<file path="src/rtl/fifo_pkg.sv">
// Purpose: shared constants and helpers for the FIFO pointer/flag controller.
// Latency: n/a (compile-time definitions only).
// Backpressure: n/a.
// Contents: cnt_width() sizes the occupancy counter; PTR_RST is the pointer reset value.
package fifo_pkg;

  // Pointer value after reset and after a synchronous flush.
  localparam int PTR_RST = 0;

  // Occupancy must represent 0..depth inclusive. depth can equal 2**addr,
  // so the counter needs one more bit than the address.
  function automatic int cnt_width(input int addr_w);
    return addr_w + 1;
  endfunction

endpackage

</file>
<file path="src/rtl/fifo_ptr.sv">
// Purpose: wrapping RAM address pointer (depth need not be a power of two).
// Latency: o_ptr advances at the clock edge following i_inc.
// Backpressure: none; the caller only asserts i_inc for accepted transfers.
// Ports: Clock, Reset_n (async active-low), i_clr (sync flush, wins over i_inc),
//        i_inc (advance by one), o_ptr (current address).
module fifo_ptr
  import fifo_pkg::*;
#(
  parameter int depth = 8,
  parameter int addr  = 3
) (
  input  logic            Clock,
  input  logic            Reset_n,
  input  logic            i_clr,
  input  logic            i_inc,
  output logic [addr-1:0] o_ptr
);

  localparam logic [addr-1:0] PTR_LAST = addr'(depth - 1);
  localparam logic [addr-1:0] PTR_ZERO = addr'(PTR_RST);

  logic [addr-1:0] r_ptr;

  // Wrap by explicit compare so a non-power-of-two depth never touches
  // addresses beyond depth-1.
  always_ff @(posedge Clock or negedge Reset_n) begin
    if (!Reset_n) begin
      r_ptr <= PTR_ZERO;
    end else if (i_clr) begin
      r_ptr <= PTR_ZERO;
    end else if (i_inc) begin
      r_ptr <= (r_ptr == PTR_LAST) ? PTR_ZERO : r_ptr + 1'b1;
    end
  end

  assign o_ptr = r_ptr;

endmodule

</file>
<file path="src/rtl/fifo_ctrl.sv">
// Purpose: pointer/flag controller driving an external dual-port register RAM as a FIFO.
// Latency: WE/RE combinational from Push/Pop; RdValid one cycle after an accepted pop.
// Backpressure: push rejected while Full, pop rejected while Empty; Clear blocks both.
// Ports: Clock, Reset_n (async active-low), Clear (sync flush), Push, Pop,
//        WE/RE/WAddress/RAddress to the RAM, Full, Empty, Count, RdValid.
// Optional: FIFO_ERR_FLAGS_EN adds sticky Overflow/Underflow outputs.
module fifo_ctrl
  import fifo_pkg::*;
#(
  parameter int depth = 8,
  parameter int addr  = 3
) (
  input  logic                        Clock,
  input  logic                        Reset_n,
  input  logic                        Clear,
  input  logic                        Push,
  input  logic                        Pop,
  output logic                        WE,
  output logic                        RE,
  output logic [addr-1:0]             WAddress,
  output logic [addr-1:0]             RAddress,
  output logic                        Full,
  output logic                        Empty,
  output logic [cnt_width(addr)-1:0]  Count,
  output logic                        RdValid
`ifdef FIFO_ERR_FLAGS_EN
  ,
  output logic                        Overflow,
  output logic                        Underflow
`endif
);

  localparam int CW = cnt_width(addr);
  localparam logic [CW-1:0] CNT_FULL = CW'(depth);

  logic [CW-1:0] r_count;
  logic          r_rdvalid;
  logic [CW-1:0] w_count_nxt;
  logic          w_full;
  logic          w_empty;
  logic          w_we;
  logic          w_re;

  // Flags come only from the registered count, so they never glitch with
  // Push/Pop. Push is refused when full even if a pop is also requested,
  // avoiding a same-edge read and write of one address.
  assign w_full  = (r_count == CNT_FULL);
  assign w_empty = (r_count == '0);
  assign w_we    = Push & ~w_full  & ~Clear;
  assign w_re    = Pop  & ~w_empty & ~Clear;

  fifo_ptr #(.depth(depth), .addr(addr)) u_wptr (
    .Clock   (Clock),
    .Reset_n (Reset_n),
    .i_clr   (Clear),
    .i_inc   (w_we),
    .o_ptr   (WAddress)
  );

  fifo_ptr #(.depth(depth), .addr(addr)) u_rptr (
    .Clock   (Clock),
    .Reset_n (Reset_n),
    .i_clr   (Clear),
    .i_inc   (w_re),
    .o_ptr   (RAddress)
  );

  always_comb begin
    w_count_nxt = r_count;
    if (w_we && !w_re) begin
      w_count_nxt = r_count + 1'b1;
    end else if (w_re && !w_we) begin
      w_count_nxt = r_count - 1'b1;
    end
  end

  // w_re is already forced low by Clear, so RdValid needs no separate flush term.
  always_ff @(posedge Clock or negedge Reset_n) begin
    if (!Reset_n) begin
      r_count   <= '0;
      r_rdvalid <= 1'b0;
    end else if (Clear) begin
      r_count   <= '0;
      r_rdvalid <= 1'b0;
    end else begin
      r_count   <= w_count_nxt;
      r_rdvalid <= w_re;
    end
  end

  assign WE      = w_we;
  assign RE      = w_re;
  assign Full    = w_full;
  assign Empty   = w_empty;
  assign Count   = r_count;
  assign RdValid = r_rdvalid;

`ifdef FIFO_ERR_FLAGS_EN
  logic r_overflow;
  logic r_underflow;

  // Sticky error flags; a Clear in the same cycle as an error wins.
  always_ff @(posedge Clock or negedge Reset_n) begin
    if (!Reset_n) begin
      r_overflow  <= 1'b0;
      r_underflow <= 1'b0;
    end else if (Clear) begin
      r_overflow  <= 1'b0;
      r_underflow <= 1'b0;
    end else begin
      if (Push && w_full) begin
        r_overflow <= 1'b1;
      end
      if (Pop && w_empty) begin
        r_underflow <= 1'b1;
      end
    end
  end

  assign Overflow  = r_overflow;
  assign Underflow = r_underflow;
`else
  // Error flags not built: no extra state or ports.
`endif

endmodule

</file>
<file path="config.mk">
export PLATFORM = sky130hd
export DESIGN_NAME = fifo_ctrl
export DESIGN_NICKNAME = d
export VERILOG_FILES = /design/src/rtl/fifo_pkg.sv /design/src/rtl/fifo_ptr.sv /design/src/rtl/fifo_ctrl.sv
export SDC_FILE = /design/constraint.sdc
export NUM_CORES = 1
export LEC_CHECK = 0
export ABC_AREA = 1
export CORE_MARGIN = 5
export CORE_UTILIZATION = 35
export DETAILED_ROUTE_END_ITERATION = 12
export SETUP_SLACK_MARGIN = 0.4
export SYNTH_ARGS = -nofsm -noshare
export SYNTH_HDL_FRONTEND = slang
export SYNTH_SLANG_ARGS = --single-unit
export TNS_END_PERCENT = 1
</file>
<file path="constraint.sdc">
create_clock -name Clock -period 2.8 [get_ports Clock]
set_clock_uncertainty 0.15 [all_clocks]
set_input_delay 0.56 -clock Clock [delete_from_list [all_inputs] [get_ports Clock]]
set_output_delay 0.56 -clock Clock [all_outputs]
set_load 0.01 [all_outputs]
</file>
* Yosys cells after proc, flatten, opt, wreduce, memory -nomap -nowiden
Index checks and enable logic that the tools add are counted.
** Operators by class
- Reductions and logical operators :: 8
- Add/sub/neg operators :: 4
- Bitwise operators :: 7
- Muxes and demuxes :: 10
- Equal/unequal tests :: 3
** Operators by type and width (number)
- 2-to-1 mux 3 bit :: 6
- 2-to-1 mux 4 bit :: 3
- adder 3 x 1 -> 3 bit, second input constant :: 2
- equality test 3 bit, second input constant :: 2
- adder 4 x 1 -> 4 bit, second input constant :: 1
- AND 1 bit :: 4
- equality test 4 bit, second input constant :: 1
- zero test 4 bit :: 1
- nonzero test 2 bit :: 2
- subtractor 4 x 1 -> 4 bit, second input constant :: 1
- NOT 1 bit :: 3
- nonzero test 3 bit :: 1
- logical AND 1 bit :: 2
- zero test 1 bit :: 2
- 2-to-1 mux 1 bit :: 1
** Storage, ports and cells
- Logic and storage cells :: 36
- Register bits after elaboration :: 11
- Output and inout bits :: 15
- Input bits :: 5

* Depth between registers and ports, before layout
Gate-level depths: netlist of the first run.
- Word-level depth :: 9
- Depth in mapped cells :: 14
- Depth with buffers taken out :: 14

* Modules after synthesis
From an unflattened synthesis of the first run, not the netlist that was laid out.
** Second synthesis, totals
- Cell total of the unflattened synthesis :: 87
- Area, all modules :: 689.4 um^2
** By module, submodules not included
- fifo_ctrl :: area an instance 386.6 um^2, instances 1, cells each 53, seq. area each 125.1 um^2
- fifo_ptr :: area an instance 151.4 um^2, instances 2, cells each 17, seq. area each 75.1 um^2

* Worst setup path before layout of the first run
Ideal clock, no wire load.
- Path kind :: reg-to-reg
- Start point :: register r_count[1], in the netlist Count[1]
- End point :: register r_count[3], in the netlist Count[3]
- Path buffers :: 0
- Stages on the path, launching flop included :: 15
- Path slack :: 0.811 ns
- Arrival :: 1.723 ns
- Clock period less this slack :: 1.989 ns
- Required time :: 2.534 ns
- Library setup time :: 0.116 ns
- Cell sequence :: dfrtp_1 nor2_4 nand2_4 nand2_4 nand3_1 ha_1 nand3_1 nand3_1 nand2_1 nand2_1 inv_1 nand2_1 nand2_1 nand2_1 nand2_1
** On the way
- Word-level cells in the longest chain between the ends :: 8
- Elaborated cells between the ends (all ways) :: 18
- Those cells by class :: add/sub: 2; eq/ne: 1; mux: 3; bitwise: 6; reduce/logical: 6
** Ends and longest elaborated chain
- from (decl) :: RTL line fifo_ctrl.sv:36 : logic [CW-1:0] r_count;
- from (signal assigned) :: RTL line fifo_ctrl.sv:86 : r_count <= w_count_nxt;
- parallel branches: the longest is 8 deep, another holds subtractor 4 x 1 -> 4 bit
Parallel ways; which one is timed is not known. The select of a mux whose other input is x is not followed.
A chain may end at the register's enable or synchronous reset.

* Worst setup path in the final report of the first run
- Start point :: register r_count[1], in the netlist Count[1]
- End point :: output port Full
** On the way
- Word-level cells in the longest chain between the ends :: 1
** Ends and longest elaborated chain
- equality test 4 bit :: RTL line fifo_ctrl.sv:47 : assign w_full = (r_count == CNT_FULL);
- to (decl) :: RTL line fifo_ctrl.sv:22 : output logic Full,
No other way between the ends.

==> summary.txt, run 1 <==
Setup path
  • Largest stage delay, worst path: between 0.5 and 0.6 ns
  • CP top delay family: buffers and inverters
  • Startpoint type of the worst setup path: register
  • WP buf/inv: 2
  • Req. time, crit path: between 2 and 2.5 ns
  • Max FO, Critical Path: 5
  • Class of the most critical setup path: reg -> out
  • Setup crit end kind: output port
  • Slowest cell on the critical path: clkdlybuf4s50_1
  • CP arrival: roughly 1.6 ns
  • CP cell instances: nor2_4, nand2_2, inv_1, clkdlybuf4s50_1

Min path
  • Worst Hold Class: reg -> reg

Floorplan
  • Starting Density: 0.371
  • Boundary pin count: 20
  • Die Footprint: slightly above 3000 um2
  • Placement Rows: 16
  • Core area: about 2000 um2
  • Die H: roughly 56 um
  • Die X-Extent: 55.8 um

Power and ir drop
  • Share of total power in the clock network: 0.129
  • Static leakage: between 0.5 and 0.6 nW
  • PD cells: between 800 and 900 nW/um2
  • Switching power share of the total: 0.435
  • Fraction of power consumed by sequential logic: 0.312
  • Worst VDD drop: ~0.00042 V
  • Sw Pwr: between 0.3 and 0.4 mW
  • Internal Pwr Total: around 0.47 mW
  • Combinational Power Share: 0.560

Route
  • Via-to-Cell Ratio: ~4.4
  • DRC violations left: 0
  • ANT nets after route: 0
  • Via count: around 600
  • Detailed Route WL: 1570 um
  • Number of DRC markers in iteration 0: 7
  • DR pass1 iterations: 4
  • WL per Instance: around 12 um

Global routing
  • First-pass GRT wire length: 2930 um
  • GRT overflow: 0
  • Largest net degree at the start of global routing: 12
  • Vias in the first global route: about 670
  • Antenna violations before repair: 0
  • GRT Total Usage: 0.118

Clock tree
  • CTS clk-pin slew, worst paths: 0.07 ns
  • Clock Tree Buf Depth: 2
  • Root buffer cell: clkbuf_4
  • TritonCTS Sinks: 11
  • Worst-Skew Late Latency: about 0.26 ns
  • CTS Buf Count: 3
  • CTS tree: done
  • Hold-fix buffers, CTS: 0
  • Max H-tree Level: 1

Cells and area
  • Area delta synth->final: 35.3%
  • Layout cells sized above 1: 0.257
  • Filler cell count: 192
  • Diode count: 0
  • Nets: roughly 120
  • Final core utilization: 0.501

Timing
  • Final setup viols: 0
  • Max-slew violations: 0
  • Final hold vios: 0
  • Hold slack: ~0.31 ns
  • Min Tclk post-route: between 2 and 2.5 ns
  • Slew headroom: 0.661
  • Achievable Freq: roughly 430 MHz
  • Final Cycle Share: 0.833
  • Slew at the pin closest to its max-slew limit: around 0.5 ns
  • Setup TNS: 0 ns
  • RSZ-0062 raised after global routing: yes

Flow run
  • Maxcap violations: 0

Synthesis
  • Syn_area_per_cell: around 8.7 um2
  • Netlist cell types: 22
  • Synth warnings: 0
  • FF+latch count, synth: 11
  • Area share of the largest cell type after synthesis: 0.375
  • Seq/Total Area, Yosys: 0.375
  • Dominant cell type by area after synthesis: dfrtp_1
  • Syn Nets: 95
  • Syn Inst Count: 84
  • Mapped cell area: 734 um2
  • Synth top area cells: dfrtp_1 37%, nand2_1 9.2%, ha_1 8.5%

Run status
  • Outcome: completed

Placed design
  • Post-DP HPWL: 1260 um
  • Buffers on Ports: 19
  • Placer Congestion: around 0.79
[stage by stage]
| stage | worst slack (ns) | instance area (um2) | power [mW] | std cells |
|---|---|---|---|---|
| after floorplan | 0.811 | 734 | 0.555 | 84 |
| after global placement | 0.116 | 960 | 0.729 | 131 |
| after detailed placement | 0.0928 | 960 | 0.735 | 131 |
| after CTS | 0.231 | 991 | 0.845 | 136 |
| after global routing | 0.363 | 993 | 0.909 | 136 |
| final | 0.466 | 993 | 0.834 | 136 |
[what timing repair did]
item / CTS / global route
setup buffers: 1 / 0
gates resized for setup: 3 / 1
endpoints found under the setup margin: 3 / 3
[kinds of logic after synthesis]
| logic type | after synthesis | synth area share |
|---|---|---|
| XOR/XNOR | 1 | 0.0119 |
| AND/OR/NAND/NOR | 43 | 0.332 |
| AO/OA/AOI/OAI | 9 | 0.0835 |
| adder cells (fa/ha/maj) | 6 | 0.112 |
| flip-flops | 11 | 0.375 |
| buffers and inverters | 14 | 0.0852 |
[path summary, 6_finish.rpt]
| check | startpoint | end | slack [ns] | cells after the start |
|---|---|---|---|---|
| worst max-delay path | Count[1] | Full | 0.47 | 4 |
| worst min-delay path | u_rptr.o_ptr[2] | u_rptr.o_ptr[2] | 0.31 | 1 |
| worst max register to register | Count[1] | Count[3] | 0.65 | 14 |
| worst min register to register | u_rptr.o_ptr[2] | u_rptr.o_ptr[2] | 0.31 | 1 |
| max in group asynchronous | Reset_n | RdValid | 1.68 | 1 |
| min in group asynchronous | Reset_n | u_rptr.o_ptr[2] | 0.48 | 1 |
[cell usage after synthesis]
master,number
dfrtp_1,11
inv_2,3
nor2_1,1
nand3_1,8
a21boi_2,1
nand2_4,3
nand2_2,6
o31ai_1,1
nand3_2,2
o21ai_2,2
nor2_4,2
fa_1,1
nand2_1,18
nor2_2,2
clkbuf_8,1
ha_1,5
a21oi_1,2
xor2_1,1
o21ai_0,2
inv_1,10
o21ai_1,1
nand4_1,1
[area by class of cell]
cell class              count  area [um2]  share of cell area
repair buffers             22         213               0.214
clock buffers               4        26.3              0.0264
inverters                  13        48.8              0.0491
well taps                  27        33.8              0.0340
flip-flops and latches     11         275               0.277
multi-input cells          59         397               0.399
[registers in the layout, summed over array words and instances (netlist names)]
signal,count
RdValid,1
u_rptr.o_ptr,3
u_wptr.o_ptr,3
Count,4
[routing by layer]
| metal | share of wire | vias to the layer above | global-route usage |
|---|---|---|---|
| met1 | 0.47 | 279 | 0.148 |
| met2 | 0.50 | 7 | 0.184 |
| met4 | 0.0051 | 0 | 0.0610 |
| met5 | 0 | - | 0 |
| met3 | 0.028 | 2 | 0.0325 |
| li1 | - | 315 | - |
[power groups by stage]
stage	logic [mW]	registers [mW]	clock network (mW)
floorplan	0.285	0.270	0
global placement	0.468	0.260	0
detailed placement	0.473	0.262	0
CTS	0.475	0.259	0.112
global route	0.521	0.268	0.120
finish	0.467	0.260	0.107
[cells in the final DEF (no fill, tap or decap), drive strengths merged, types with 3 or more instances in the layout]
master	count
dfrtp	11
o21ai	5
clkbuf	4
ha	5
nand3	10
inv	13
nor2	5
buf	3
nand2	27
clkdlybuf4s50	16
Note: power is estimated with default switching activity, not from simulation.
==> inputs of run 2 (changes only) <==
==> constraint.sdc (replaced) <==
create_clock -name Clock -period 2.4 [get_ports Clock]
set_clock_uncertainty 0.15 [all_clocks]
set_input_delay 0.48 -clock Clock [delete_from_list [all_inputs] [get_ports Clock]]
set_output_delay 0.48 -clock Clock [all_outputs]
set_load 0.01 [all_outputs]
==> run 2 against run 1 <==
Compared with the run above: critical path depth is 1 higher; hold slack better by 0.0095 ns; global-route usage hardly changed; flip-flop and latch count stayed put; sequential share of layout area is 2.3 points lower; final cell count is 8.1% higher; sequential power is 15% higher; setup slack worse by 0.17 ns; core utilization is 5.4 points higher; via count is 8.0% higher; clock-buffer cell count stayed put.
==> summary.txt, run 2 (same netlist as run 1, synthesis figures left out) <==
Run status
  • Outcome: completed (unchanged)

Timing
  • Max-slew violations: 0 (unchanged)
  • Final critical-path setup slack: 0.300 ns (was 0.466 ns)
  • Hold slack: 0.320 ns (was 0.310 ns)
  • Final setup viols: 0 (unchanged)
  • RSZ-0062 raised after global routing: yes (unchanged)
  • Achievable Freq: around 480 MHz
  • Min Tclk post-route: 2.10 ns
  • Final hold vios: 0 (unchanged)
  • Slew headroom: 0.642 (was 0.661)
  • Final Cycle Share: 0.875
  • Slew at the pin closest to its max-slew limit: 0.535 ns (was 0.507 ns)

Route
  • Via count: 651 (was 603)
  • WL per Instance: 11.3 um (was 11.5 um)
  • Via-to-Cell Ratio: 4.43 (about the same)
  • DR pass1 iterations: 3 (was 4)
  • Detailed Route WL: 1650 um (was 1570 um)
  • ANT nets after route: 0 (unchanged)
  • Number of DRC markers in iteration 0: 3 (was 7)
  • DRC violations left: 0 (unchanged)

Setup path
  • Max FO, Critical Path: 5 (unchanged)
  • Slowest cell on the critical path: clkdlybuf4s50_1 (unchanged)
  • R2R cell count: 14 (unchanged)
  • Largest stage delay, worst path: 0.43 ns (was 0.53 ns)
  • Reg2reg start: Count[3] (was Count[1])
  • Setup crit end kind: output port (unchanged)
  • R2r endpoint: Count[3] (unchanged)
  • Class of the most critical setup path: in -> out (was reg -> out)
  • CP arrival: 1.47 ns (was 1.62 ns)
  • Crit path to: WE (was Full)
  • Req. time, crit path: 1.77 ns (was 2.09 ns)
  • Worst Setup SP: Clear (was Count[1])
  • Startpoint type of the worst setup path: input port (was register)
  • CP cell instances: clkdlybuf4s50_1, inv_2, nand3_2, inv_1, dlygate4sd2_1 (was nor2_4, nand2_2, inv_1, clkdlybuf4s50_1)
  • R2r setup slk: 0.45 ns (was 0.65 ns)

Cells and area
  • Most frequent cells in the layout: 18 x nand2_1, 14 x clkdlybuf4s50_1, 14 x buf_4 (was 18 x nand2_1, 16 x clkdlybuf4s50_1, 11 x dfrtp_1)
  • Commonest non-fill, non-tap cell in the layout: nand2_1 (unchanged)
  • Nets: 132 (was 121)
  • Final Non-Filler Cells: 147 (was 136)
  • Filler cell count: 179 (was 192)
  • Layout cells sized above 1: 0.375 (was 0.257)
  • Diode count: 0 (unchanged)
  • Max reg flops: 4 (unchanged)
  • Area delta synth->final: 49.9% (was 35.3%)
  • Design area: 1100 um2 (was 993 um2)

Global routing
  • First-pass GRT wire length: 2930 um (unchanged)
  • Vias in the first global route: 672 (was 669)
  • Largest net degree at the start of global routing: 12 (unchanged)
  • Antenna violations before repair: 0 (unchanged)
  • GRT overflow: 0 (unchanged)
  • GRT Total Usage: 0.118 (about the same)

Floorplan
  • Die H: 55.8 um (unchanged)
  • Die X-Extent: 55.8 um (unchanged)
  • Core area: 1980 um2 (unchanged)
  • Die Footprint: 3110 um2 (unchanged)
  • Placement Rows: 16 (unchanged)
  • Starting Density: 0.371 (unchanged)
  • Boundary pin count: 20 (unchanged)

Power and ir drop
  • Static leakage: 0.579 nW (was 0.522 nW)
  • Worst VDD drop: 0.000516 V (was 0.000425 V)
  • PD cells: 981 nW/um2 (was 839 nW/um2)
  • Combinational Power Share: 0.608 (was 0.560)
  • Sw Pwr: 0.450 mW (was 0.363 mW)
  • Switching power share of the total: 0.416 (was 0.435)
  • Share of total power in the clock network: 0.116 (was 0.129)
  • Internal Pwr Total: 0.630 mW (was 0.471 mW)
  • Fraction of power consumed by sequential logic: 0.276 (was 0.312)

Clock tree
  • Hold-fix buffers, CTS: 0 (unchanged)
  • CTS tree: done (unchanged)
  • TritonCTS Sinks: 11 (unchanged)
  • Root buffer cell: clkbuf_4 (unchanged)
  • CTS clk-pin slew, worst paths: 0.08 ns (was 0.07 ns)
  • Clock Tree Buf Depth: 2 (unchanged)
  • Max H-tree Level: 1 (unchanged)
  • CTS Buf Count: 3 (unchanged)
  • Worst-Skew Late Latency: 0.26 ns (about the same)

Placed design
  • Pre-CTS setup slack: -0.176 ns (was 0.0928 ns)
  • Placed Cells: 139 (was 131)
  • Placer Congestion: 0.817 (was 0.790)
  • Post-DP Area: 1020 um2 (was 960 um2)
  • Buffers on Ports: 19 (unchanged)
  • Post-DP HPWL: 1290 um (was 1260 um)

Flow run
  • Maxcap violations: 0 (unchanged)

Min path
  • Worst Hold Class: reg -> reg (unchanged)
-- run 2: cell count changes in the layout (fill, tap and decap cells not counted), moves of 2 or more --
cell | before | now
dfrtp_1 | 11 | 7
dfrtp_2 | 0 | 4
clkdlybuf4s50_1 | 16 | 14
buf_4 | 3 | 14
dlygate4sd2_1 | 2 | 4
-- run 2: through the flow --
stage                     utilization  setup TNS (ns)  power (mW)
final                           0.556               0        1.08
after global routing            0.556               0        1.19
after CTS                       0.535               0        1.05
after detailed placement        0.515          -0.199       0.896
after global placement          0.515          -0.198       0.887
after floorplan                     -               0       0.648
-- run 2: worst min path at each step --
| stage | from | end | slack [ns] | cells past startpoint |
|---|---|---|---|---|
| 2_1_floorplan | Reset_n | Count[0] | 0.03 | 0 |
| 3_3_place_gp | u_rptr.o_ptr[2] | u_rptr.o_ptr[2] | 0.30 | 1 |
| 3_5_place_dp | u_rptr.o_ptr[2] | u_rptr.o_ptr[2] | 0.31 | 1 |
| 4_1_cts | u_rptr.o_ptr[2] | u_rptr.o_ptr[2] | 0.32 | 1 |
| 5_1_grt | u_rptr.o_ptr[2] | u_rptr.o_ptr[2] | 0.36 | 1 |
| 6_report | u_rptr.o_ptr[2] | u_rptr.o_ptr[2] | 0.32 | 1 |
-- run 2: power by group through the flow --
| stage | Combinational (mW) | Clock (mW) | Sequential [mW] |
|---|---|---|---|
| 4_1_cts | 0.625 | 0.131 | 0.291 |
| 2_1_floorplan | 0.333 | 0 | 0.315 |
| 3_5_place_dp | 0.593 | 0 | 0.303 |
| 6_report | 0.657 | 0.126 | 0.298 |
| 5_1_grt | 0.744 | 0.145 | 0.305 |
| 3_3_place_gp | 0.584 | 0 | 0.303 |
-- run 2: cell type report --
class / instances / area, um2 / area share
inverters: 13 / 48.8 / 0.0443
multi-input cells: 59 / 419 / 0.381
flip-flops and latches: 11 / 280 / 0.255
well taps: 27 / 33.8 / 0.0307
clock buffers: 4 / 26.3 / 0.0239
repair buffers: 33 / 293 / 0.266
-- run 2: layer usage --
metal / GRT usage / wire, um
met1: 0.142 / 719
met2: 0.196 / 867
met3: 0.0325 / 51
met4: 0.0508 / 15
met5: 0 / 0
-- run 2: worst max-delay path: cells and delay by family --
kind          cells  cell delay [ns]
buf+inv           4             0.89
simple gates      1             0.09
-- run 2: timing repair --
| item | in CTS | in global routing |
|---|---|---|
| gates cloned | 0 | 0 |
| resized for setup | 8 | 5 |
| setup buffers | 2 | 2 |
| endpoints found under the setup margin | 7 | 8 |
| pin swaps | 1 | 1 |
==> inputs of run 3 (changes only) <==
==> constraint.sdc (replaced) <==
create_clock -name Clock -period 2.4 [get_ports Clock]
set_clock_uncertainty 0.15 [all_clocks]
set_input_delay 0.72 -clock Clock [delete_from_list [all_inputs] [get_ports Clock]]
set_output_delay 0.72 -clock Clock [all_outputs]
set_load 0.01 [all_outputs]
==> run 3 against run 2 <==
Compared with the run above: register-to-register slack got worse by 0.13 ns; non-clock buffer count up 9; critical path depth stayed put; final cell count rose by 6.1%; critical path type unchanged; largest power group unchanged.
==> summary.txt, run 3 (same netlist as run 1, synthesis figures left out) <==
Setup path
  • R2r endpoint: Count[3] (unchanged)
  • R2r setup slk: 0.32 ns (was 0.45 ns)
  • Req. time, crit path: 1.53 ns (was 1.77 ns)
  • Setup crit end kind: output port (unchanged)
  • Crit-path most repeated cell: inv_2
  • Slowest cell on the critical path: dlygate4sd2_1 (was clkdlybuf4s50_1)
  • Largest stage delay, worst path: 0.26 ns (was 0.43 ns)
  • Startpoint type of the worst setup path: input port (unchanged)
  • R2R cell count: 15 (was 14)
  • CP arrival: 1.34 ns (was 1.47 ns)
  • Max FO, Critical Path: 3 (was 5)
  • CP cell instances: dlygate4sd2_1, inv_2, nand3_2, inv_2, buf_6 (was clkdlybuf4s50_1, inv_2, nand3_2, inv_1, dlygate4sd2_1)
  • Class of the most critical setup path: in -> out (unchanged)
  • Reg2reg start: Count[0] (was Count[3])

Timing
  • Final Cycle Share: 0.920 (was 0.875)
  • Hold slack: 0.315 ns (was 0.320 ns)
  • Final hold vios: 0 (unchanged)
  • Final setup viols: 0 (unchanged)
  • Slew at the pin closest to its max-slew limit: 0.511 ns (was 0.535 ns)
  • Max-slew violations: 0 (unchanged)
  • RSZ-0062 raised after global routing: yes (unchanged)
  • Achievable Freq: 453 MHz (was 476 MHz)
  • Final critical-path setup slack: 0.192 ns (was 0.300 ns)
  • Slew headroom: 0.658 (was 0.642)
  • Min Tclk post-route: 2.21 ns (was 2.10 ns)
  • Setup TNS: 0 ns (unchanged)

Cells and area
  • Final Non-Filler Cells: 156 (was 147)
  • Final core utilization: 0.598 (was 0.556)
  • Sequential cell area: 275 um2 (was 280 um2)
  • Area of the multi-input gates: 439 um2 (was 419 um2)
  • Filler cell count: 174 (was 179)
  • Nets: 141 (was 132)
  • Commonest non-fill, non-tap cell in the layout: buf_4 (was nand2_1)
  • Diode count: 0 (unchanged)
  • Max reg flops: 4 (unchanged)
  • Most frequent cells in the layout: 22 x buf_4, 18 x nand2_1, 11 x dfrtp_1 (was 18 x nand2_1, 14 x clkdlybuf4s50_1, 14 x buf_4)
  • Layout cells sized above 1: 0.442 (was 0.375)
  • Design area: 1180 um2 (was 1100 um2)
  • Area delta synth->final: 61.3% (was 49.9%)

Power and ir drop
  • Static leakage: 0.642 nW (was 0.579 nW)
  • PD cells: 989 nW/um2 (was 981 nW/um2)
  • Combinational Power Share: 0.664 (was 0.608)
  • Internal Pwr Total: 0.693 mW (was 0.630 mW)
  • Share of total power in the clock network: 0.106 (was 0.116)
  • Switching power share of the total: 0.408 (was 0.416)
  • Fraction of power consumed by sequential logic: 0.230 (was 0.276)
  • Worst VDD drop: 0.000526 V (was 0.000516 V)
  • Total Power: 1.17 mW (was 1.08 mW)
  • Sw Pwr: 0.478 mW (was 0.450 mW)

Floorplan
  • Starting Density: 0.371 (unchanged)
  • Placement Rows: 16 (unchanged)
  • Core area: 1980 um2 (unchanged)
  • Boundary pin count: 20 (unchanged)
  • Die X-Extent: 55.8 um (unchanged)
  • Die Footprint: 3110 um2 (unchanged)
  • Die H: 55.8 um (unchanged)

Route
  • Via-to-Cell Ratio: 4.37 (was 4.43)
  • Detailed Route WL: 1710 um (was 1650 um)
  • DRC violations left: 0 (unchanged)
  • Via count: 682 (was 651)
  • WL per Instance: 11.0 um (was 11.3 um)
  • DR pass1 iterations: 4 (was 3)
  • Number of DRC markers in iteration 0: 9 (was 3)
  • ANT nets after route: 0 (unchanged)

Global routing
  • Antenna violations before repair: 0 (unchanged)
  • GRT Total Usage: 0.119 (was 0.118)
  • GRT overflow: 0 (unchanged)
  • Vias in the first global route: 730 (was 672)
  • Largest net degree at the start of global routing: 12 (unchanged)
  • First-pass GRT wire length: 3050 um (was 2930 um)

Min path
  • Hold Path End: u_rptr.o_ptr[2] (unchanged)
  • Hold Path Cell Cnt: 1 (unchanged)
  • Worst Hold Class: reg -> reg (unchanged)
  • Hold wc startpoint: u_rptr.o_ptr[2] (unchanged)

Clock tree
  • Max H-tree Level: 1 (unchanged)
  • TritonCTS Sinks: 11 (unchanged)
  • CTS clk-pin slew, worst paths: 0.07 ns (was 0.08 ns)
  • Worst-Skew Late Latency: 0.26 ns (about the same)
  • Clock Tree Buf Depth: 2 (unchanged)
  • Hold-fix buffers, CTS: 0 (unchanged)
  • Root buffer cell: clkbuf_4 (unchanged)
  • CTS tree: done (unchanged)
  • CTS Buf Count: 3 (unchanged)

Placed design
  • Buffers on Ports: 19 (unchanged)
  • Placer Congestion: 0.747 (was 0.817)
  • Placed Cells: 143 (was 139)
  • Post-DP HPWL: 1340 um (was 1290 um)
  • Pre-CTS setup slack: -0.458 ns (was -0.176 ns)
  • Post-DP Area: 1090 um2 (was 1020 um2)

Flow run
  • Maxcap violations: 0 (unchanged)

Run status
  • Outcome: completed (unchanged)
==> run 3: layout make-up <==
| type | instances | area share |
|---|---|---|
| clock buffers | 4 | 0.0222 |
| inverters | 13 | 0.0412 |
| multi-input cells | 59 | 0.371 |
| flip-flops and latches | 11 | 0.232 |
| well taps | 27 | 0.0285 |
| repair buffers | 42 | 0.305 |
==> run 3: per-layer routing <==
metal | vias up | part of all wire | track usage
met4 | 0 | 0.0047 | 0.0508
li1 | 359 | - | -
met5 | - | 0 | 0
met2 | 9 | 0.52 | 0.204
met3 | 2 | 0.045 | 0.0371
met1 | 312 | 0.43 | 0.135
==> run 3: power groups by stage <==
| stage | clock, mW | sequential [mW] | combinational, mW |
|---|---|---|---|
| 6_report | 0.124 | 0.270 | 0.778 |
| 5_1_grt | 0.141 | 0.277 | 0.867 |
| 4_1_cts | 0.128 | 0.271 | 0.756 |
| 3_5_place_dp | 0 | 0.285 | 0.696 |
| 3_3_place_gp | 0 | 0.283 | 0.685 |
| 2_1_floorplan | 0 | 0.319 | 0.364 |
==> run 3: worst max path at each step <==
stage	start	to	slack, ns	depth (start not counted)
floorplan	Clear	Count[3]	0.38	13
global placement	Clear	WE	-0.44	5
detailed placement	Clear	WE	-0.46	5
CTS	Count[2]	Full	0.18	5
global route	Count[2]	WE	0.14	6
finish	Clear	WE	0.19	5
==> run 3: critical path: cells and delay by family <==
| kind | cells | cell delay, ns |
|---|---|---|
| buffers and inverters | 4 | 0.54 |
| and+or+nand+nor | 1 | 0.09 |
==> run 3: what timing repair did <==
action,in CTS,in global routing
hold endpoints to repair,0,0
resized for setup,18,9
setup endpoints to repair,18,18
pin swaps,3,2
buffers inserted,6,3
